## config.mk

```make
export PLATFORM = sky130hd
export DESIGN_NAME = fb_pattern_gen
export DESIGN_NICKNAME = d
export VERILOG_FILES = /design/src/rtl/fb_pattern_gen.sv
export SDC_FILE = /design/constraint.sdc
export NUM_CORES = 1
export LEC_CHECK = 0
export ABC_AREA = 0
export CAP_MARGIN = 20
export CORE_ASPECT_RATIO = 0.9
export CORE_MARGIN = 5
export CORE_UTILIZATION = 55
export CTS_BUF_LIST = sky130_fd_sc_hd__clkbuf_8
export CTS_CLUSTER_DIAMETER = 60
export DETAILED_ROUTE_END_ITERATION = 8
export PLACE_DENSITY_LB_ADDON = 0.08
export SETUP_SLACK_MARGIN = 0.05
export SLEW_MARGIN = 25
export SYNTH_ARGS = -nofsm -noshare
export SYNTH_HDL_FRONTEND = slang
export SYNTH_SLANG_ARGS = --single-unit
export TNS_END_PERCENT = 20
```

## constraint.sdc

```tcl
create_clock -name clk -period 5.9 [get_ports clk]
set_clock_uncertainty 0.2 [all_clocks]
set_input_delay 0.59 -clock clk [delete_from_list [all_inputs] [get_ports clk]]
set_output_delay 0.59 -clock clk [all_outputs]
set_load 0.01 [all_outputs]
```

## src/rtl/fb_pattern_gen.sv

```systemverilog
// rtl/fb_pattern_gen.sv - paced test-pattern source for the framebuffer write port.
// Define FB_BORDER_EN to force a one-pixel all-ones border around every frame.
module fb_pattern_gen #(
  parameter int WIDTH            = 640,
  parameter int HEIGHT           = 480,
  parameter int COLOR_BITS       = 18,
  parameter int CYCLES_PER_PIXEL = 4,
  parameter int BLOCK            = 32,
  parameter int BLOCK_STEP       = 8,
  parameter int PATTERN_FRAMES   = 64
) (
  input  logic                  clk,
  input  logic                  rst_n,
  input  logic                  enable,
  input  logic [1:0]            pattern_mode,
  input  logic                  stall,
  output logic                  fb_vsync,
  output logic                  fb_we,
  output logic [COLOR_BITS-1:0] fb_data,
  output logic [15:0]           frame_cnt,
  output logic                  busy
);

  localparam int C = COLOR_BITS / 3;

  typedef enum logic [1:0] {IDLE, SYNC, PIXEL} state_t;

  state_t          state_q, state_d;
  logic [15:0]     x_q, x_d, y_q, y_d, pace_q, pace_d;
  logic [15:0]     bx_q, bx_d, by_q, by_d;
  logic [15:0]     frame_q, frame_d, acnt_q, acnt_d;
  logic [1:0]      aidx_q, aidx_d, pat_q, pat_d;
  logic [C-1:0]    bgr_q, bgr_d, bgg_q, bgg_d, bgb_q, bgb_d;
  logic [C-1:0]    pr, pg, pb;
  logic [COLOR_BITS-1:0] colour;
  logic            in_block, last_px, wr;
  logic [31:0]     nbx, nby;

  always_comb begin
    pr = '0;
    pg = '0;
    pb = '0;
    case (pat_q)
      2'd0: begin
        if (x_q[3:0] == 4'd0 || y_q[3:0] == 4'd0) begin
          pr = '1;
          pg = '1;
          pb = '1;
        end
      end
      2'd1: begin
        pr = C'(x_q >> 3);
        pg = C'(y_q >> 3);
        pb = pr + pg;
      end
      default: begin
        pr = bgr_q;
        pg = bgg_q;
        pb = bgb_q;
      end
    endcase
    in_block = (x_q >= bx_q) && ({16'd0, x_q} < {16'd0, bx_q} + 32'(BLOCK)) &&
               (y_q >= by_q) && ({16'd0, y_q} < {16'd0, by_q} + 32'(BLOCK));
    colour = {pr, pg, pb};
    if (in_block) colour = {{C{1'b0}}, {C{1'b1}}, {C{1'b0}}};
`ifdef FB_BORDER_EN
    if (x_q == 16'd0 || x_q == 16'(WIDTH - 1) || y_q == 16'd0 || y_q == 16'(HEIGHT - 1))
      colour = '1;
`endif
  end

  // Write strobe is combinational so a stalled cycle never carries a write.
  assign wr      = (state_q == PIXEL) && enable && (pace_q == 16'd0) && !stall;
  assign last_px = (x_q == 16'(WIDTH - 1)) && (y_q == 16'(HEIGHT - 1));

  always_comb begin
    state_d = state_q;
    x_d     = x_q;
    y_d     = y_q;
    pace_d  = pace_q;
    bx_d    = bx_q;
    by_d    = by_q;
    frame_d = frame_q;
    acnt_d  = acnt_q;
    aidx_d  = aidx_q;
    pat_d   = pat_q;
    bgr_d   = bgr_q;
    bgg_d   = bgg_q;
    bgb_d   = bgb_q;
    nbx     = 32'(bx_q) + 32'(BLOCK_STEP);
    nby     = 32'(by_q) + 32'(BLOCK);
    case (state_q)
      IDLE: if (enable) state_d = SYNC;
      SYNC: begin
        if (!enable) begin
          state_d = IDLE;
        end else begin
          x_d     = '0;
          y_d     = '0;
          pace_d  = 16'(CYCLES_PER_PIXEL - 1);
          pat_d   = (pattern_mode == 2'd3) ? aidx_q : pattern_mode;
          state_d = PIXEL;
        end
      end
      PIXEL: begin
        if (!enable) begin
          state_d = IDLE;
        end else if (pace_q != 16'd0) begin
          pace_d = pace_q - 16'd1;
        end else if (!stall) begin
          pace_d = 16'(CYCLES_PER_PIXEL - 1);
          if (x_q == 16'(WIDTH - 1)) begin
            x_d = '0;
            y_d = y_q + 16'd1;
          end else begin
            x_d = x_q + 16'd1;
          end
          if (last_px) begin
            state_d = SYNC;
            frame_d = frame_q + 16'd1;
            if (nbx + 32'(BLOCK) > 32'(WIDTH)) begin
              bx_d = '0;
              by_d = (nby + 32'(BLOCK) > 32'(HEIGHT)) ? 16'd0 : nby[15:0];
            end else begin
              bx_d = nbx[15:0];
            end
            if (frame_d[2:0] == 3'd0) begin
              bgr_d = bgr_q + C'(1);
              bgg_d = bgg_q + C'(2);
              bgb_d = bgb_q + C'(3);
            end
            if (acnt_q == 16'(PATTERN_FRAMES - 1)) begin
              acnt_d = '0;
              aidx_d = (aidx_q == 2'd2) ? 2'd0 : aidx_q + 2'd1;
            end else begin
              acnt_d = acnt_q + 16'd1;
            end
          end
        end
      end
      default: state_d = IDLE;
    endcase
  end

  always_ff @(posedge clk or negedge rst_n) begin
    if (!rst_n) begin
      state_q <= IDLE;
      x_q     <= '0;
      y_q     <= '0;
      pace_q  <= '0;
      bx_q    <= '0;
      by_q    <= '0;
      frame_q <= '0;
      acnt_q  <= '0;
      aidx_q  <= '0;
      pat_q   <= '0;
      bgr_q   <= '0;
      bgg_q   <= '1;
      bgb_q   <= C'(1) << (C - 1);
    end else begin
      state_q <= state_d;
      x_q     <= x_d;
      y_q     <= y_d;
      pace_q  <= pace_d;
      bx_q    <= bx_d;
      by_q    <= by_d;
      frame_q <= frame_d;
      acnt_q  <= acnt_d;
      aidx_q  <= aidx_d;
      pat_q   <= pat_d;
      bgr_q   <= bgr_d;
      bgg_q   <= bgg_d;
      bgb_q   <= bgb_d;
    end
  end

  assign fb_vsync  = (state_q == SYNC);
  assign fb_we     = wr;
  assign fb_data   = wr ? colour : '0;
  assign frame_cnt = frame_q;
  assign busy      = (state_q != IDLE);

endmodule

```

# Word-level counts from Yosys, hierarchy flattened

Index checks and enable logic that the tools add are counted.

Eq/ne operators: 18
$mul: 0
Reductions and logical operators: 27
Shifts and indexed selects: 0
Div/mod/pow operators: 0
Bitwise logic cells: 2
Muxes and demuxes: 34
Order comparisons: 6
Add/sub/neg operators: 15

Operators with widths:

| cell                                                                    | number |
|---|---|
| 16-bit 2-to-1 mux                                                       | 16 |
| 16-bit case mux with 2 select lines                                     | 3 |
| 16-bit by 1-bit adder with 16-bit output, second input constant         | 4 |
| 17-bit by 6-bit adder with 18-bit output, second input constant         | 2 |
| 18-bit 2-to-1 mux                                                       | 2 |
| 6-bit case mux with 2 select lines                                      | 3 |
| 16-bit by 6-bit adder with 17-bit output, second input constant         | 2 |
| 16-bit greater-or-equal comparator                                      | 2 |
| 16-bit by 32-bit less-than comparator with 1-bit output                 | 1 |
| 6-bit AND reduction                                                     | 4 |
| 18-bit by 10-bit > comparator with 1-bit output, second input constant  | 1 |
| 18-bit by 9-bit > comparator with 1-bit output, second input constant   | 1 |
| 16-bit by 4-bit adder with 17-bit output, second input constant         | 1 |
| 16-bit by 17-bit less-than comparator with 1-bit output                 | 1 |
| 16-bit by 10-bit equality test with 1-bit output, second input constant | 1 |
| 16-bit by 6-bit equality test with 1-bit output, second input constant  | 1 |
| 16-bit by 9-bit equality test with 1-bit output, second input constant  | 1 |
| 16-bit zero test                                                        | 1 |
| 2-bit 2-to-1 mux                                                        | 8 |
| 16-bit nonzero test                                                     | 1 |
| 16-bit by 1-bit subtractor with 16-bit output, second input constant    | 1 |
| 6-bit by 2-bit adder with 6-bit output, second input constant           | 2 |
| 2-bit != test, second input constant                                    | 5 |
| 5-bit AND reduction                                                     | 2 |
| 20 further kinds                                                        | 36 |

Output and inout bits: 37
RAM bits: 0
Latch bits: 0
Word-level logic and storage cells: 115
Bits in read-only memories: 0
Bits of input ports: 6
Bits in registers: 136
Memories kept: 0

# Depth between registers and ports, before layout

Gate-level depths: netlist (run 1).

Word-level depth: 7
Depth in mapped cells: 15
Gate-level depth less buffers: 14

# Worst setup path before layout (run 1)

Ideal clock, no wire load.

Path type: reg2out
From: register by_q[6]
To: output fb_data[12]
Data required time: 5.110 ns
Cell stages (with the launch flop): 14
Path buffers: 2
Slack: 1.687 ns
Data arrival time: 3.423 ns
Cell sequence: dfrtp_1 -> ha_1 -> clkbuf_1 -> and4_1 -> nand3_1 -> xnor2_1 -> ha_1 -> and4_1 -> a2111oi_0 -> o21ai_0 -> a22o_1 -> a2111oi_0 -> clkbuf_1 -> nor3_1

Longest elaborated chain between the ends: 5
Elaborated cells between the ends (all ways): 7
Classes of those cells: add/sub (1); order compare (2); mux (2); reduce/logical (2)

Ends and longest elaborated chain:

| element                                                                                               | line   | RTL |
|---|---|---|
| start, declared                                                                                       | 30     | `logic [15:0] bx_q, bx_d, by_q, by_d;` |
| start signal, assigned                                                                                | 166    | `by_q <= by_d;` |
| 16-bit by 6-bit adder with 17-bit output / 16-bit greater-or-equal comparator (equally long branches) | 63     | `(y_q >= by_q) && ({16'd0, y_q} < {16'd0, by_q} + 32'(BLOCK));` |
| 16-bit by 32-bit less-than comparator with 1-bit output / 1-bit logical AND (equally long branches)   | 63, 62 |  |
| 1-bit logical AND (*)                                                                                 | 63     |  |
| 18-bit 2-to-1 mux (*)                                                                                 | 65     | `if (in_block) colour = {{C{1'b0}}, {C{1'b1}}, {C{1'b0}}};` |
| 18-bit 2-to-1 mux (*)                                                                                 | 179    | `assign fb_data = wr ? colour : '0;` |
| end, declared                                                                                         | 19     | `output logic [COLOR_BITS-1:0] fb_data,` |

Mark *: on every way between the ends. The rest lies on a longest branch, timed or not.

# Final worst setup path (run 1)

From: register by_q[5]
To: output fb_data[6]

The elaborated chain is that of the path after synthesis.

==> out/metrics.cfg, run 1 <==
[global_routing]
grt_max_degree=76
grt_pass1_wl_um=33800
overflow=0
antenna_found_initial=0
grt_use_total_pct=22.5
grt_pass1_vias=6659

[setup_path]
rrSetupSlack_ps=1710
r2r_cells=9
r2r_end=by_q[9]
end_kind=output pin
r2r-start=bx_q[3]
crit_type=reg2out
required_ps=5110
startpoint_type=flip-flop
arrival_ps=4270
crit_fanout=9

[die]
chipWidth_um=144
initial_core_util_pct=55.5
io_pins=43
die_h_um=130
core_area_um2=16000
rows=44
dieArea_um2=18700

[layout]
drive_gt1_share_pct=6.52
fillers=1460
multi_input_area_um2=5280
final-seq-area_um2=3190
design_area_um2=9740
layout.nets=1123
syn_to_final_growth_pct=9.98
diodes=0
final_cells=1265

[outcome]
status=completed

[synth]
synth_area_um2=8850
synth_common_cells=dfrtp_1, nand2_1, nor2_1
ys_async_sr_fraction_pct=100
synth.avg_cell_area_um2=8.67
synth_seq_area_share_pct=36.0
synth.most_common_cell=dfrtp_1
yosysTopAreaCellShare_pct=34.2
dominantRegCellSynth=dfrtp_1
yosysTopAreaCell=dfrtp_1
netlist_top_cells_area=dfrtp_1, ha_1, xnor2_1
yosysUniqueCellTypes=83
syn_nets=1099
synth_edf_count=0
yosysWarnings=0
syn_inst=1021
yosys_register_bits=127

[clock_network]
clk_pin_slew_ps=70
insertion_delay_ps=460
clk_path_buf_depth=2
htreeDepth=4
cts_tree=done
clk_root_buffer_cell=clkbuf_8
cts_resized=0
numCtsBuffers=17
clkSinkCount=127

[routing]
drc=0
first_iter_violations=484
totalWireLength_um=20400
dr_total_vias=7309
post_drt_wl_per_cell_um=16.1
drtAntennaViolNets=0
via_per_inst=5.78
first_pass_iters=5

[sta]
final-max-slew-violation-count=0
fin_tns_setup_ps=0
rsz0062_at_grt=no
finalSetupViolCount=0
fmax_mhz=198
fin_crit_sh_pct=85.8
finalHoldViolations=0
period_minus_slack_ps=5060
tightest_slew_ps=980
relSlewSlack_pct=34.5

[placement]
io_buffer_count=42
place_area_um2=9380
dpl.cell_count=1232
place.gp.congestion=0.932
detailed_place_hpwl_um=14800

[hold_path]
holdPathStages=1
hp-start=frame_cnt[15]
hold_class=reg2reg
hold_path_end=frame_cnt[15]

[power_and_ir_drop]
ir_drop_v=0.000138
cellLeakagePower_uw=0.00448
power_density_nw_per_um2=209

[run]
maxCapViolCount=0

==> cell type report <==
| type | instances | share of cell area [%] |
|---|---|---|
| clock buffer | 18 | 2.54 |
| clock inverter | 14 | 0.989 |
| multi-input combinational | 798 | 54.2 |
| inverter | 53 | 2.04 |
| tap | 207 | 2.66 |
| sequential | 127 | 32.7 |
| timing repair buffer | 48 | 4.82 |
==> registers in the layout, summed over array words and instances (netlist names) <==
| register | cells |
|---|---|
| x_q | 16 |
| frame_cnt | 16 |
| pat_q | 2 |
| by_q | 11 |
| acnt_q | 16 |
| bgg_q | 5 |
| pace_q | 16 |
| state_q | 2 |
| y_q | 16 |
| bx_q | 13 |
| aidx_q | 2 |
| bgb_q | 6 |
| bgr_q | 6 |
==> worst max-delay path by stage <==
stage / startpoint / end / slack (ps) / cells past startpoint
floorplan: by_q[6] / fb_data[12] / 1690 / 13
global placement: bx_q[5] / fb_data[7] / 1430 / 13
detailed placement: bx_q[5] / fb_data[8] / 1340 / 13
CTS: bx_q[5] / fb_data[8] / 820 / 13
global route: bx_q[5] / fb_data[6] / 400 / 13
finish: by_q[5] / fb_data[6] / 840 / 12
==> cells in the final DEF (no fill, tap or decap), types with 7 or more instances in the layout <==
| master | n |
|---|---|
| nand4_1 | 26 |
| inv_1 | 52 |
| nor4_1 | 14 |
| o31ai_1 | 9 |
| clkbuf_8 | 18 |
| o21ai_0 | 60 |
| or3_1 | 10 |
| nor3_1 | 54 |
| nand3_1 | 45 |
| a21o_1 | 12 |
| xnor2_1 | 70 |
| dfrtp_1 | 120 |
| nand2_1 | 95 |
| xor2_1 | 19 |
| a31oi_1 | 8 |
| nor2_1 | 93 |
| clkdlybuf4s50_1 | 41 |
| a211oi_1 | 7 |
| ha_1 | 71 |
| and3_1 | 19 |
| a21oi_1 | 58 |
| nor2b_1 | 16 |
| o21a_1 | 8 |
| or4_1 | 7 |
==> power breakdown <==
group          switching (uW)  internal [uW]
Combinational             278            144
Clock                     373            298
Sequential               53.1            889
==> metrics by stage <==
step | worst slack (ps) | hold slack, ps | utilization [%] | power (uW)
5_1_grt | 399 | 280 | 61.0 | 2150
3_3_place_gp | 1430 | 255 | 58.7 | 1380
4_1_cts | 819 | 277 | 61.0 | 2060
6_report | 837 | 270 | 61.0 | 2040
2_1_floorplan | 1690 | 94.4 | - | 1250
3_5_place_dp | 1340 | 262 | 58.8 | 1380
==> cell families after synthesis <==
kind of cell / count (synthesis) / share of synthesized area, %
DFF: 127 / 36.0
and+or+nand+nor: 419 / 24.1
buffers and inverters: 96 / 4.61
AOI/OAI and AO/OA: 210 / 15.1
xor gates and xnor gates: 89 / 8.80
muxes: 8 / 1.10
adders and majority gates: 72 / 10.3
==> timing repair <==
action,4_1_cts,5_1_grt
hold endpoints to repair,64,0
setup buffers,0,0
hold buffers,1,0
==> routing by layer <==
metal	vias to the layer above	GRT usage, %	part of all wire, %
met1	3486	34.0	52
met2	105	33.3	43
li1	3705	-	-
met4	0	5.04	0.98
met5	-	0	0
met3	13	4.65	3.2
==> worst max-delay path: stages (launching register included) <==
cell             delay, ps
dfrtp_1                490
ha_1                   370
nand4_1                240
nor2_1                 170
xnor2_1                140
ha_1                   260
and4_1                 220
a2111oi_0              380
o21ai_0                140
a22o_1                 250
a2111o_1               460
a21oi_1                160
clkdlybuf4s50_1        550
Note: power is estimated with default switching activity, not from simulation.
==> run 2, diff against run 1 <==
CELL_PAD_IN_SITES_DETAIL_PLACEMENT = 0   (was default)
CELL_PAD_IN_SITES_GLOBAL_PLACEMENT = 1   (was default)
CORE_UTILIZATION = 52   (was 55)
==> out/metrics.cfg, run 2 (same netlist as run 1, synthesis figures left out) <==
[sta]
relSlewSlack_pct=32.0  ; was 34.5%
fin_tns_setup_ps=0  ; unchanged
period_minus_slack_ps=5110  ; was 5060 ps
fin_crit_sh_pct=86.7  ; was 85.8%
rsz0062_at_grt=no  ; unchanged
tightest_slew_ps=1010  ; was 980 ps
finalHoldViolations=0  ; unchanged
fin_hold_ws_ps=266  ; was 270 ps
final-max-slew-violation-count=0  ; unchanged
fmax_mhz=196  ; was 198 MHz
finalSetupViolCount=0  ; unchanged

[layout]
syn_to_final_growth_pct=10.2  ; was 9.98%
fillers=1533  ; was 1460
final_common_cell=dfrtp_1  ; unchanged
diodes=0  ; unchanged
layout.nets=1124  ; was 1123
post-route-util_pct=58.1  ; was 61.0%
final_cell_mix=dfrtp_1, nand2_1, nor2_1, ha_1, xnor2_1  ; unchanged
drive_gt1_share_pct=6.14  ; was 6.52%
final_cells=1270  ; was 1265

[placement]
detailed_place_hpwl_um=15100  ; was 14800 um
dpl.cell_count=1237  ; was 1232
io_buffer_count=42  ; unchanged
place.gp.congestion=0.905  ; was 0.932

[routing]
totalWireLength_um=20600  ; was 20400 um
drc=0  ; unchanged
first_iter_violations=459  ; was 484
drtAntennaViolNets=0  ; unchanged
dr_total_vias=7356  ; was 7309
via_per_inst=5.79  ; was 5.78
first_pass_iters=5  ; unchanged
post_drt_wl_per_cell_um=16.2  ; was 16.1 um

[die]
dieArea_um2=19700  ; was 18700 um2
io_pins=43  ; unchanged
core_area_um2=16800  ; was 16000 um2
chipWidth_um=148  ; was 144 um
rows=45  ; was 44
initial_core_util_pct=52.8  ; was 55.5%
die_h_um=134  ; was 130 um

[global_routing]
antenna_found_initial=0  ; unchanged
grt_pass1_wl_um=35300  ; was 33800 um
grt_pass1_vias=6895  ; was 6659
grt_max_degree=79  ; was 76
overflow=0  ; unchanged
grt_use_total_pct=21.8  ; was 22.5%

[setup_path]
crit_type=reg2out  ; unchanged
crit_fanout=15  ; was 9
required_ps=5110  ; about the same
startpoint_type=flip-flop  ; unchanged
arrival_ps=4320  ; was 4270 ps
end_kind=output pin  ; unchanged

[clock_network]
insertion_delay_ps=450  ; was 460 ps
cts_tree=done  ; unchanged
clk_pin_slew_ps=70  ; about the same
clk_path_buf_depth=2  ; unchanged
clk_root_buffer_cell=clkbuf_8  ; unchanged
clkSinkCount=127  ; unchanged
numCtsBuffers=17  ; unchanged
htreeDepth=4  ; unchanged

[run]
maxCapViolCount=0  ; unchanged

[outcome]
status=completed  ; unchanged

[power_and_ir_drop]
cellLeakagePower_uw=0.00451  ; was 0.00448 uW
ir_drop_v=0.000137  ; was 0.000138 V
power_density_nw_per_um2=211  ; was 209 nW/um2

[hold_path]
hold_class=reg2reg  ; unchanged

-- run 2: per-layer routing --
metal / global-route usage, % / wire [um] / share of wire (%) / vias to the layer above
li1: - / - / - / 3705
met1: 33.2 / 10400 / 50 / 3441
met2: 31.4 / 8810 / 43 / 187
met3: 4.43 / 1110 / 5.4 / 23
met4: 6.11 / 285 / 1.4 / 0
met5: 0 / 0 / 0 / -
-- run 2: through the flow --
stage               setup WS [ps]  cell area, um2  total power (uW)
finish                        786            9750              2060
global route                  443            9750              2190
CTS                           800            9750              2090
detailed placement           1310            9390              1390
global placement             1380            9390              1390
floorplan                    1690            8850              1250
-- run 2: where the power goes --
part	internal, uW	switching (uW)
Sequential	889	52.2
Clock	336	358
Combinational	147	280
-- run 2: worst max-delay path: stages, from the launching register on --
cell and delay (ps):
dfrtp_1 540, nand3_1 440, nor3_1 440, xnor2_1 170
ha_1 260, a21o_1 180, a211o_1 310, a211oi_1 210
a21oi_1 180, a2111o_1 430, a21oi_1 170, clkdlybuf4s50_1 550
-- run 2: area by class of cell --
class / count / area [um2] / area share (%)
repair buffers: 49 / 477 / 4.89
clock inverters: 14 / 104 / 1.06
well taps: 211 / 264 / 2.71
inverters: 53 / 199 / 2.04
clock buffers: 18 / 248 / 2.54
flip-flops and latches: 127 / 3190 / 32.7
multi-input cells: 798 / 5280 / 54.1
-- run 2: worst paths after layout --
path	start	end	slack, ps	cells past startpoint
worst min-delay path	frame_cnt[15]	frame_cnt[15]	270	1
max in group asynchronous	rst_n	pat_q[1]	3840	3
worst max register to register	bx_q[3]	by_q[6]	1760	9
worst min register to register	frame_cnt[15]	frame_cnt[15]	270	1
min in group asynchronous	rst_n	pace_q[8]	520	2
worst max-delay path	bx_q[7]	fb_data[7]	790	11
-- run 2: what timing repair did --
action                     in CTS  in global routing
setup endpoints to repair       0                  0
resized for setup               0                  0
hold buffers                    1                  0
hold endpoints to repair       34                  0
buffers inserted                0                  0
